File: src/rtl/operand_fetch.sv
// rtl/operand_fetch.sv - register file, bypassed operand fetch and pending-write scoreboard
module operand_fetch #(
    parameter int DW = 16,
    parameter int AW = 3
) (
    input  logic                clk,
    input  logic                reset,
    input  logic                req_valid,
    output logic                req_ready,
    input  logic [AW-1:0]       rs1_addr,
    input  logic [AW-1:0]       rs2_addr,
    input  logic [AW-1:0]       rd_addr,
    input  logic                rd_en,
    output logic                op_valid,
    input  logic                op_ready,
    output logic [DW-1:0]       op_a,
    output logic [DW-1:0]       op_b,
    input  logic                wb_en,
    input  logic [AW-1:0]       wb_addr,
    input  logic [DW-1:0]       wb_data,
    output logic [(1<<AW)-1:0]  pending
);
    localparam int NREG = 1 << AW;

    logic [DW-1:0]   regs [NREG];
    logic [DW-1:0]   src1_val;
    logic [DW-1:0]   src2_val;
    logic            src1_ok;
    logic            src2_ok;
    logic            dst_ok;
    logic            slot_free;
    logic            accept;
    logic [NREG-1:0] clr_mask;
    logic [NREG-1:0] set_mask;

    // Operand values with same-cycle write-back bypass; R0 is never written so it reads zero
    always_comb begin
        src1_val = regs[rs1_addr];
        src2_val = regs[rs2_addr];
        if (wb_en && (wb_addr == rs1_addr) && (rs1_addr != '0)) src1_val = wb_data;
        if (wb_en && (wb_addr == rs2_addr) && (rs2_addr != '0)) src2_val = wb_data;
    end

    // Hazard checks: a pending source or destination stalls unless its write-back lands this cycle
    always_comb begin
        src1_ok   = !pending[rs1_addr] || (wb_en && (wb_addr == rs1_addr));
        src2_ok   = !pending[rs2_addr] || (wb_en && (wb_addr == rs2_addr));
        dst_ok    = !rd_en || (rd_addr == '0) || !pending[rd_addr]
                    || (wb_en && (wb_addr == rd_addr));
        slot_free = !op_valid || op_ready;
        req_ready = reset && src1_ok && src2_ok && dst_ok && slot_free;
        accept    = req_valid && req_ready;
    end

    // Scoreboard masks; the set mask is OR'd after clearing so a same-index set wins
    always_comb begin
        clr_mask = '0;
        set_mask = '0;
        if (wb_en) clr_mask = NREG'(1) << wb_addr;
        if (accept && rd_en && (rd_addr != '0)) set_mask = NREG'(1) << rd_addr;
    end

    // Register file write port; writes to R0 are discarded
    always_ff @(posedge clk or negedge reset) begin
        if (!reset) begin
            for (int i = 0; i < NREG; i++) regs[i] <= '0;
        end else if (wb_en && (wb_addr != '0)) begin
            regs[wb_addr] <= wb_data;
        end
    end

    // Pending-write scoreboard
    always_ff @(posedge clk or negedge reset) begin
        if (!reset) pending <= '0;
        else        pending <= (pending & ~clr_mask) | set_mask;
    end

    // Output entry: load on accept, hold while stalled, drop valid on drain
    always_ff @(posedge clk or negedge reset) begin
        if (!reset) begin
            op_valid <= 1'b0;
            op_a     <= '0;
            op_b     <= '0;
        end else if (accept) begin
            op_valid <= 1'b1;
            op_a     <= src1_val;
            op_b     <= src2_val;
        end else if (op_ready) begin
            op_valid <= 1'b0;
        end
    end
endmodule

File: config.mk
export PLATFORM = sky130hd
export DESIGN_NAME = operand_fetch
export DESIGN_NICKNAME = d
export VERILOG_FILES = /design/src/rtl/operand_fetch.sv
export SDC_FILE = /design/constraint.sdc
export NUM_CORES = 1
export LEC_CHECK = 0
export ABC_AREA = 1
export CORE_MARGIN = 3
export CORE_UTILIZATION = 60
export DETAILED_ROUTE_END_ITERATION = 12
export PLACE_DENSITY_LB_ADDON = 0.15
export SKIP_LAST_GASP = 1
export SLEW_MARGIN = 20
export SYNTH_ARGS = -nofsm -noshare
export SYNTH_HDL_FRONTEND = slang
export SYNTH_SLANG_ARGS = --single-unit
File: constraint.sdc
create_clock -name clk -period 3.9 [get_ports clk]
set_input_delay 0.39 -clock clk [delete_from_list [all_inputs] [get_ports clk]]
set_output_delay 0.39 -clock clk [all_outputs]
set_load 0.03 [all_outputs]
# Word-level counts from Yosys, hierarchy flattened

Index checks and enable logic that the tools add are counted.

Shift-type cells: 2
Eq/ne operators: 3
Bitwise gates (word level): 6
Muxes and demuxes: 21
Reduce and logical (&&, ||, !) cells: 31
Magnitude comparators: 7

Operators with widths:

| cell                | number |
|---|---|
| $bwmux 128          | 1 |
| $mux 16             | 7 |
| $bmux 16 s3         | 2 |
| $demux 16 s3        | 1 |
| $mux 8              | 2 |
| $shl 1x3->8 const A | 2 |
| $logic_and 1x1->1   | 14 |
| $ge 4x4->1 const B  | 3 |
| $lt 3x4->1 const B  | 3 |
| $not 3->4           | 3 |
| $reduce_bool 3->1   | 4 |
| $bmux 1 s3          | 3 |
| $eq 3x3->1          | 3 |
| $and 8x8->8         | 1 |
| $not 8->8           | 1 |
| $or 8x8->8          | 1 |
| $logic_or 1x1->1    | 6 |
| $logic_not 1->1     | 5 |
| $mux 1              | 5 |
| $lt 4x1->1 const B  | 1 |
| $logic_not 3->1     | 1 |
| $reduce_bool 2->1   | 1 |

Input port bits: 34
Output and inout port bits: 42
Logic and storage cells: 82
Register bits after elaboration: 169

# Logic depth before layout (Yosys ltp)

Word-level depth: 13
Gate-level depth with buffers: 14
Depth with buffers taken out: 12

# Least setup slack after synthesis

Ideal clock, no wire load.

Path kind: in2out
From: input rs2_addr[0]
To: output req_ready
Data required time: 3510 ps
Slack: 2123 ps
Arrival time: 1387 ps
Path buffers: 3
Cell stages on the path: 10
Cell sequence: buf_4 > inv_2 > buf_6 > nand2_1 > nand3_1 > nand3_1 > nand3_1 > nand2_1 > nor2_4 > buf_4

Cells in the longest elaborated chain, start to end: 7
Elaborated cells on any way between the ends: 9
Classes of those cells: eq/ne (1); mux (2); reduce/logical (6)

RTL lines:

| item                               | line | RTL |
|---|---|---|
| from (decl)                        | 11   | `input logic [AW-1:0] rs2_addr,` |
| $bmux 1 s3                         | 47   | `src2_ok = !pending[rs2_addr] \|\| (wb_en && (wb_addr == rs2_addr));` |
| $mux 1 (implied by the code)       | 47   |  |
| $logic_not 1->1                    | 47   |  |
| $logic_or 1x1->1 (*)               | 47   |  |
| $logic_and 1x1->1 (*) (3 in a row) | 51   | `req_ready = reset && src1_ok && src2_ok && dst_ok && slot_free;` |
| to (decl)                          | 9    | `output logic req_ready,` |

Every way passes the cells marked *; elsewhere a longest branch is shown, timed or not. The select of a mux whose other input is x is not followed.

# Worst setup path after layout

From: input rs2_addr[2]
To: register op_b[1]

Cells in the longest elaborated chain, start to end: 8
Elaborated cells on any way between the ends: 17
Classes of those cells: eq/ne (1); mux (6); bitwise (1); reduce/logical (9)

RTL lines:

| item                           | line | RTL |
|---|---|---|
| $bmux 1 s3                     | 47   |  |
| $mux 1 (implied by the code)   | 47   |  |
| $logic_not 1->1                | 47   |  |
| $logic_or 1x1->1               | 47   |  |
| $logic_and 1x1->1 (3 in a row) | 51   |  |
| $logic_and 1x1->1              | 52   | `accept = req_valid && req_ready;` |
| to (signal assigned)           | 87   | `op_b <= src2_val;` |
| to (decl)                      | 17   | `output logic [DW-1:0] op_b,` |

Parallel ways exist; a longest one is shown, timed or not. The select of a mux whose other input is x is not followed.
A chain may end at the register's enable or synchronous reset.

==> flow_metrics.tcl <==
set metrics [dict create \
    gr-max-usage-layer "met2" \
    gp_congestion 0.921 \
    setup_violations 0 \
    synthCells 1228 \
    syn_area_per_cell_sq_um 7.39 \
    top_level_ports 76 \
    yosysSeqAreaShare_pct 46.6 \
    slowest_stage "clkdlybuf4s50_1" \
    cp_data_required_time_ps 4220 \
    period_needed_ps 2740 \
    synth_warnings 0 \
    tightest_slew_ps 984 \
    antenna_cells 0 \
    drcViolationCount 0 \
    r2r_setup_slack_ps 1980 \
    vdd_drop_max_uv 360 \
    clkSinkCount 169 \
    antenna_found_initial 0 \
    r2r_cells 10 \
    critPathMostFrequentCell "nand2_1" \
    clock_latency_ps 430 \
    use_met2_pct 51.2 \
    fmax_mhz 365 \
    grt_overflow 0 \
    rsz0062_at_grt "false" \
    layout_commonest_cell "nand2_1" \
    ctsLongestPathBuffers 2 \
    worstPathCellList "clkdlybuf4s50_1, inv_1, nand2_1, nand2_1, nor2_1, nand3_1, buf_4, nand4_1, o21ai_0, nand3_1, nand2_1" \
    coreArea_sq_um 14600 \
    groute.layer.met3.usage_pct 6.56 \
    cts_setup_buffers 0 \
    via_count 8772 \
    r2r-start "pending[5]" \
    setup_tns_ps 0 \
    drive_gt1_share_pct 5.52 \
    start_util_pct 62.0 \
    use_met1_pct 44.0 \
    fp-row-count 44 \
    slew_violations 0 \
    grt_pass1_wl_mm 42.6 \
    dp_hpwl_mm 16.5 \
    finalHoldViolCount 0 \
    worstPathArrival_ps 3060 \
    critPathMaxStageDelay_ps 900 \
    end_kind "register" \
    firstDrtPassIters 8 \
    viasPerCell 6.11 \
    fin_nets 1272 \
    whs_endpoint "regs[126]" \
    drt_iter0_markers 1196 \
    ctsHoldBuffers 1 \
    critical_path_class "primary input to register" \
    leakage_nw 4.87 \
    crit_fanout 21 \
    io_buffers 75 \
    cts_resized 0 \
    layout.cells.most_common_list "nand2_1 (380), o21ai_0 (179), dfrtp_1 (169), nand3_1 (148), inv_1 (81)" \
    die_width_um 129 \
    die_height_um 129 \
    min_period_over_period_pct 70.3 \
    ant_nets 0 \
    wl_mm 27.1 \
    synth_fp_nets 1262 \
    die_area_sq_um 16600 \
    r2r-end "op_a[6]" \
    cts_made_buffers 17 \
    hold_depth 0 \
    pwr_density_cell_nw_per_um2 549 \
    cts_root_buffer "clkbuf_16" \
    netlist_area_sq_um 9070 \
    grt_max_degree 106 \
    fin_skew_ps 8.45 \
    first_global_vias 7998 \
    wl_per_cell_um 18.9 \
    final.fill_count 1187 \
    start_kind "primary input" \
    placed_area_sq_um 9700 \
    tritoncts "done" \
    h-tree-depth 4 \
    hold_path.class "register to register" \
    max_cap_violations 0 \
    design_area_sq_um 10400 \
    clkSlewWorstSetupHoldPaths_ps 60 \
    status "complete, no violations" \
    synthDistinctLibCells 21 \
    slew_headroom_pct 34.4 \
    synth_seq_cells 169 \
    hp-start "regs[126]" \
    grtUsageTotal_pct 33.2 \
    area_growth_pct 14.5 \
]
-- layer usage --
layer | vias up | part of all wire, %
met5 | - | 0
met4 | 0 | 5.9
met3 | 117 | 8.2
met2 | 459 | 46
met1 | 4107 | 40
li1 | 4089 | -
-- area by class of cell --
class / count / area [sq um] / area share, %
Clock buffer: 18 / 429 / 4.13
Multi-Input combinational cell: 867 / 4020 / 38.7
Tap cell: 184 / 230 / 2.22
Timing Repair Buffer: 97 / 915 / 8.80
Inverter: 86 / 323 / 3.11
Clock inverter: 14 / 245 / 2.36
Sequential cell: 169 / 4230 / 40.7
-- registers in the layout (all words and copies together), names as in the netlist --
| signal | cells |
|---|---|
| op_valid | 1 |
| op_a | 16 |
| op_b | 16 |
| regs | 128 |
| pending | 8 |
-- power breakdown --
part	switching, mW	internal, mW	total [mW]
combinational	0.901	0.535	1.44
sequential	0.236	2.10	2.33
clock	0.724	1.21	1.93
total	1.86	3.84	5.70
-- logic make-up after synthesis --
kind of cell | after synthesis | synth area share (%)
simple gates | 591 | 27.3
compound gates | 276 | 16.9
buf+inv | 192 | 9.18
flops | 169 | 46.6
-- through the flow --
stage               cells  utilization (%)  setup slack (ps)  total power, mW  hold slack (ps)
finish               1435             71.0              1160             5.70              375
global route         1435             71.0               952             5.97              389
CTS                  1435             70.9              1250             5.71              380
detailed placement   1402             66.3               835             3.77              366
global placement     1402             66.3               853             3.75              366
floorplan            1228                -              2120             3.21             94.4
-- worst max path at each step --
stage           endpoint  depth (start not counted)         from
2_1_floorplan  req_ready                         10  rs2_addr[0]
3_5_place_dp     op_b[0]                         11  rs2_addr[2]
3_3_place_gp     op_b[0]                         11  rs2_addr[2]
4_1_cts          op_b[1]                         10  rs2_addr[2]
5_1_grt          op_b[1]                         11  rs2_addr[2]
6_report         op_b[1]                         11  rs2_addr[2]
-- Yosys cell counts, drive strengths merged --
cell type	n	area share (%)
o21a	1	0.083
nand2	384	16
buf	47	3.2
nand3	148	8.2
clkbuf	59	2.4
dfrtp	169	47
nor2	35	1.6
o211ai	60	5.0
nand4	23	1.6
inv	86	3.6
a31oi	3	0.21
o21ai	179	9.9
nor3	1	0.055
a21oi	33	1.8
-- critical path, delay by kind of cell --
family / cells / cell delay (ps)
buf+inv: 3 / 1450
simple gates: 7 / 1090
compound gates: 1 / 110
Note: power is estimated with default switching activity, not from simulation.
